File: config.mk
export PLATFORM = sky130hd
export DESIGN_NAME = register_rename_file
export DESIGN_NICKNAME = d
export VERILOG_FILES = /design/src/rtl/register_rename_file.sv
export SDC_FILE = /design/constraint.sdc
export NUM_CORES = 2
export LEC_CHECK = 0
export CAP_MARGIN = 0
export CORE_MARGIN = 3
export CORE_UTILIZATION = 40
export CTS_BUF_LIST = sky130_fd_sc_hd__clkbuf_2 sky130_fd_sc_hd__clkbuf_4 sky130_fd_sc_hd__clkbuf_8
export DETAILED_ROUTE_END_ITERATION = 7
export GPL_TIMING_DRIVEN = 0
export HOLD_SLACK_MARGIN = 0.1
export PLACE_DENSITY = 0.52
export SYNTH_ARGS = -nofsm -noshare
export SYNTH_HDL_FRONTEND = slang
export SYNTH_SLANG_ARGS = --single-unit
File: constraint.sdc
create_clock -name clk_in -period 45.1 [get_ports clk_in]
set_input_delay 4.51 -clock clk_in [delete_from_list [all_inputs] [get_ports clk_in]]
set_output_delay 4.51 -clock clk_in [all_outputs]
set_load 0.005 [all_outputs]
File: src/rtl/register_rename_file.sv
// Architectural register file with per-register rename tags: answers dispatcher
// operand lookups combinationally and tracks the in-flight producer of each register.
module register_rename_file #(
  parameter int unsigned XLEN       = 32,
  parameter int unsigned REG_ADDR_W = 5,
  parameter int unsigned ROB_ADDR_W = 4
) (
  input  logic                  clk_in,
  input  logic                  rst_in,
  input  logic                  rdy_in,
  input  logic                  dispatcher_en_in,
  input  logic [REG_ADDR_W-1:0] dispatcher_rs1_in,
  input  logic [REG_ADDR_W-1:0] dispatcher_rs2_in,
  input  logic [REG_ADDR_W-1:0] dispatcher_rd_in,
  input  logic [ROB_ADDR_W-1:0] dispatcher_rd_robnum_in,
  output logic [XLEN-1:0]       rs1_data_out,
  output logic                  rs1_busy_out,
  output logic [ROB_ADDR_W-1:0] rs1_robnum_out,
  output logic [XLEN-1:0]       rs2_data_out,
  output logic                  rs2_busy_out,
  output logic [ROB_ADDR_W-1:0] rs2_robnum_out,
  input  logic                  rob_commit_en_in,
  input  logic [REG_ADDR_W-1:0] rob_commit_rd_in,
  input  logic [ROB_ADDR_W-1:0] rob_commit_robnum_in,
  input  logic [XLEN-1:0]       rob_commit_data_in,
  input  logic                  rob_flush_in
);

  localparam int unsigned NREGS  = 1 << REG_ADDR_W;
  localparam int unsigned LOOK_W = XLEN + ROB_ADDR_W + 1;

  logic [XLEN-1:0]       regs_q [NREGS];
  logic [XLEN-1:0]       regs_d [NREGS];
  logic [NREGS-1:0]      busy_q;
  logic [NREGS-1:0]      busy_d;
  logic [ROB_ADDR_W-1:0] tag_q  [NREGS];
  logic [ROB_ADDR_W-1:0] tag_d  [NREGS];

  logic [LOOK_W-1:0] look1;
  logic [LOOK_W-1:0] look2;

  // Operand lookup returning {busy, robnum, data}; a matching commit bypasses the array.
  function automatic logic [LOOK_W-1:0] lookup(input logic [REG_ADDR_W-1:0] idx);
    logic [LOOK_W-1:0] res;
    res = '0;
    if (idx != '0) begin
      if (rob_commit_en_in && (rob_commit_rd_in == idx) && busy_q[idx] &&
          (tag_q[idx] == rob_commit_robnum_in)) begin
        res = {1'b0, ROB_ADDR_W'(0), rob_commit_data_in};
      end else if (busy_q[idx]) begin
        res = {1'b1, tag_q[idx], regs_q[idx]};
      end else begin
        res = {1'b0, ROB_ADDR_W'(0), regs_q[idx]};
      end
    end
    return res;
  endfunction

  always_comb begin
    look1 = '0;
    look2 = '0;
    if (!rst_in) begin
      look1 = lookup(dispatcher_rs1_in);
      look2 = lookup(dispatcher_rs2_in);
    end
  end

  assign rs1_data_out   = look1[XLEN-1:0];
  assign rs1_robnum_out = look1[XLEN+ROB_ADDR_W-1:XLEN];
  assign rs1_busy_out   = look1[LOOK_W-1];
  assign rs2_data_out   = look2[XLEN-1:0];
  assign rs2_robnum_out = look2[XLEN+ROB_ADDR_W-1:XLEN];
  assign rs2_busy_out   = look2[LOOK_W-1];

  // Next state: commit first, then flush or dispatch overrides the rename tags.
  always_comb begin
    regs_d = regs_q;
    busy_d = busy_q;
    tag_d  = tag_q;
    if (rob_commit_en_in && (rob_commit_rd_in != '0)) begin
      regs_d[rob_commit_rd_in] = rob_commit_data_in;
      if (busy_q[rob_commit_rd_in] && (tag_q[rob_commit_rd_in] == rob_commit_robnum_in)) begin
        busy_d[rob_commit_rd_in] = 1'b0;
        tag_d[rob_commit_rd_in]  = '0;
      end
    end
    if (rob_flush_in) begin
      busy_d = '0;
      for (int i = 0; i < int'(NREGS); i++) begin
        tag_d[i] = '0;
      end
    end else if (dispatcher_en_in && (dispatcher_rd_in != '0)) begin
      busy_d[dispatcher_rd_in] = 1'b1;
      tag_d[dispatcher_rd_in]  = dispatcher_rd_robnum_in;
    end
  end

  always_ff @(posedge clk_in or posedge rst_in) begin
    if (rst_in) begin
      busy_q <= '0;
      for (int i = 0; i < int'(NREGS); i++) begin
        regs_q[i] <= '0;
        tag_q[i]  <= '0;
      end
    end else if (rdy_in) begin
      busy_q <= busy_d;
      for (int i = 0; i < int'(NREGS); i++) begin
        regs_q[i] <= regs_d[i];
        tag_q[i]  <= tag_d[i];
      end
    end
  end

endmodule
==> metrics.md <==
| Metric | Value |
|---|---|
| Max-cap viol count | 1 |
| Clk_lat worst skew | 0.98 ns |
| Warnings from Yosys | 0 |
| Cts bufs inserted | 216 |
| Non-filler cells, final | 7,327 |
| RD Place Congestion | 0.9586 |
| Sum of buffers and inverters on the critical path | 9 |
| Clk buf depth | 3 |
| Placed Area | 71,280 sq um |
| CP Data Required Time | 40.59 ns |
| Top cells by count, synth | dfrtp_1 (1,184), mux2_2 (996), mux4_2 (744) |
| Mapped Area | 66,790 sq um |
| Layout Cell Area excl Fill | 76,000 sq um |
| Clock Skew | 0.03613 ns |
| PwrDens | 39.98 nW/um^2 |
| CTS clk-pin slew, worst paths | 0.05 ns |
| Endpoints failing setup | 0 |
| Post-route ant nets | 0 |
| Switching power | 896.3 uW |
| Ports | 140 |
| Slew HR | 0.5120% |
| Critical Path Max Stage Delay | 0.98 ns |
| Starting Density | 40.39% |
| Power, Total | 3.039 mW |
| Fin Setup TNS | 0 ns |
| Syn_area_per_cell | 14.55 sq um |
| CTS resizes | 0 |
| Number of synthesized flops with an enable pin | 0 |
| Cell at the slowest stage of the critical path | buf_1 |
| Hpwl dp | 185,300 um |
| Failing checks | capacitance limit |
| Sequential share of power | 43.8% |
| Top cell type's share of synthesized area | 44.36% |
| # rows | 149 |
| Final Hold Fails | 0 |
| Pleak | 31.82 nW |
| Vias in the first global route | 48,550 |
| Sequential cell area | 29,630 sq um |
| Placed Instances | 6,927 |
| Tot GR Track Use | 30.90% |
| Outcome | finished with violations |
| H-tree depth | 4 |
| Post-CTS Setup Bufs | 0 |
| Initial DRC Count | 5,583 |
| Layout cell share with drive strength beyond 1 | 44.06% |
| Final WL | 268,300 um |
| Post-placement setup slack | 29.79 ns |
| Critical path's top delay family | buffers and inverters |
| CP max FO | 10 |
| Comb pwr share | 19.5% |
| Pin count of the biggest net entering global routing | 125 |
| Footprint of the multi-input gates | 35,070 sq um |
| Worst Tran Pin Value | 1.492 ns |
| Asr flop ratio synth | 100.0% |
| Max frequency | 64.67 MHz |
| Cell taking the most area after synthesis | dfrtp_1 |
| Synth unique cells | 48 |
| Register bit total from synthesis | 1,184 |
| DR pass1 iterations | 6 |
| Avg Vias per Cell | 6.573 |
| Setup ws final | 29.64 ns |
| TritonCTS Sinks | 1,184 |
| Most frequent CP cell | buf_2 |
| Die Y | 414.6 um |
| Die width | 414.6 um |
| RSZ-0062 raised after global routing | false |
| Top-count cell post-synth | dfrtp_1 |
| Post-synthesis sequential area ratio | 44.36% |
| First-pass GRT wire length | 376,800 um |
| Nets | 5,025 |
| DRC viols | 0 |
| Crit path cell chain | clkdlybuf4s50_1, buf_2, buf_2, buf_2, buf_1, buf_1, nor3_1, a21oi_2, buf_8, clkbuf_1, o41ai_1, a21oi_1, clkdlybuf4s50_1 |
| Mapped Cells | 4,591 |
| Fillers | 14,850 |
| Grt ovf | 0 |
| Routed vias | 48,160 |
| CP Capture Type | output pin |
| Syn_nets | 4,657 |
| Crit share post-route | 34.28% |
| P_int | 2.142 mW |
| WL/cell | 36.61 um |
| Switching part of the total | 29.50% |
| Die area | 171,900 sq um |
| CTS Root Cell | clkbuf_8 |
| Synth area leaders | dfrtp_1 (44%), mux4_2 (25%), mux2_2 (17%) |
| Worst hold slack | 0.4733 ns |
| TritonCTS clock tree | built |
| Min Tclk post-route | 15.46 ns |
| Antenna violations before repair | 4 |
| I/O Buffers | 129 |
| Crit start category | input pin |
| Core Region | 165,400 sq um |
| Ys flop type | dfrtp_1 |
| Clock Power Share | 36.8% |
| Max Slew Vio Count | 0 |
| Worst endpoint data arrival time | 10.95 ns |
| IR drop worst, VDD | 0.03292 mV |
| CTS hold repair buffers | 0 |
| Hold Crit Class | reg -> reg |
| Critical path type | in -> out |
| Final Util | 45.96% |
| Layout area overhead | 13.78% |
-- cells in the final DEF, fill, tap and decap left out, drive strengths merged, types with 11 or more instances in the layout --
cell type / n
nand2: 145
xor2: 12
nand3: 163
mux4: 744
mux2: 996
o41ai: 64
diode: 11
o21ai: 127
a22oi: 102
clkbuf: 735
clkdlybuf4s50: 129
nor3b: 42
a21oi: 88
mux2i: 115
nor2b: 15
o221ai: 22
nor2: 113
buf: 159
inv: 15
dfrtp: 1184
a221oi: 12
clkinv: 16
-- area by class of cell --
type / instances / area share (%)
diodes: 11 / 0.03622
plain buffers: 522 / 2.804
clock buffers: 351 / 5.698
clock inverters: 35 / 0.4099
inverters: 8 / 0.04939
multi-input cells: 2877 / 46.15
flip-flops and latches: 1184 / 38.98
well taps: 2189 / 3.604
repair buffers: 150 / 2.269
-- logic make-up (layout without fill, tap and decap cells) --
kind of cell,count (synthesis),after routing,share of synthesized area [%]
AOI/OAI and AO/OA,454,454,4.554
xor gates and xnor gates,22,22,0.2885
buffers and inverters,530,1066,3.214
DFF,1184,1184,44.36
muxes,1855,1855,43.64
other,0,11,0
and+or+nand+nor,546,546,3.947
-- flip-flops by register name, indices dropped and copies added, names as in the netlist --
signal and cells:
regs_q 1024, tag_q 128, busy_q 32
-- power by group through the flow --
stage          clock, mW  sequential, mW  combinational, mW
2_1_floorplan          0            1.30              0.413
3_3_place_gp           0            1.34              0.573
3_5_place_dp           0            1.34              0.586
4_1_cts             1.13            1.32              0.588
5_1_grt             1.18            1.35              0.621
6_report            1.12            1.33              0.591
-- routing by layer --
metal,vias to the layer above,routed length [um],global-route usage [%]
li1,18830,-,-
met1,26000,107200,41.05
met2,2650,122900,47.83
met3,685,23850,7.469
met4,0,14350,14.85
met5,-,0,0
-- worst register-to-register path: stages (launching register included) --
cell	delay [ns]
dfrtp_1	0.47
mux4_2	0.30
nor3b_1	0.06
o31a_1	0.31
a2111oi_0	0.74
nand4_1	0.61
clkbuf_1	0.40
buf_2	0.27
nor2_1	0.60
o21ai_0	0.21
-- path summary, 6_finish.rpt --
check	endpoint	slack [ns]	startpoint	cells after the start
worst max-delay path	rs2_data_out[31]	29.64	dispatcher_rs2_in[1]	13
min in group asynchronous	tag_q[111]	4.18	rst_in	2
worst max register to register	tag_q[76]	40.97	busy_q[12]	9
worst min-delay path	regs_q[1023]	0.47	regs_q[1023]	1
worst min register to register	regs_q[1023]	0.47	regs_q[1023]	1
max in group asynchronous	regs_q[53]	38.31	rst_in	6
Note: power is estimated with default switching activity, not from simulation.
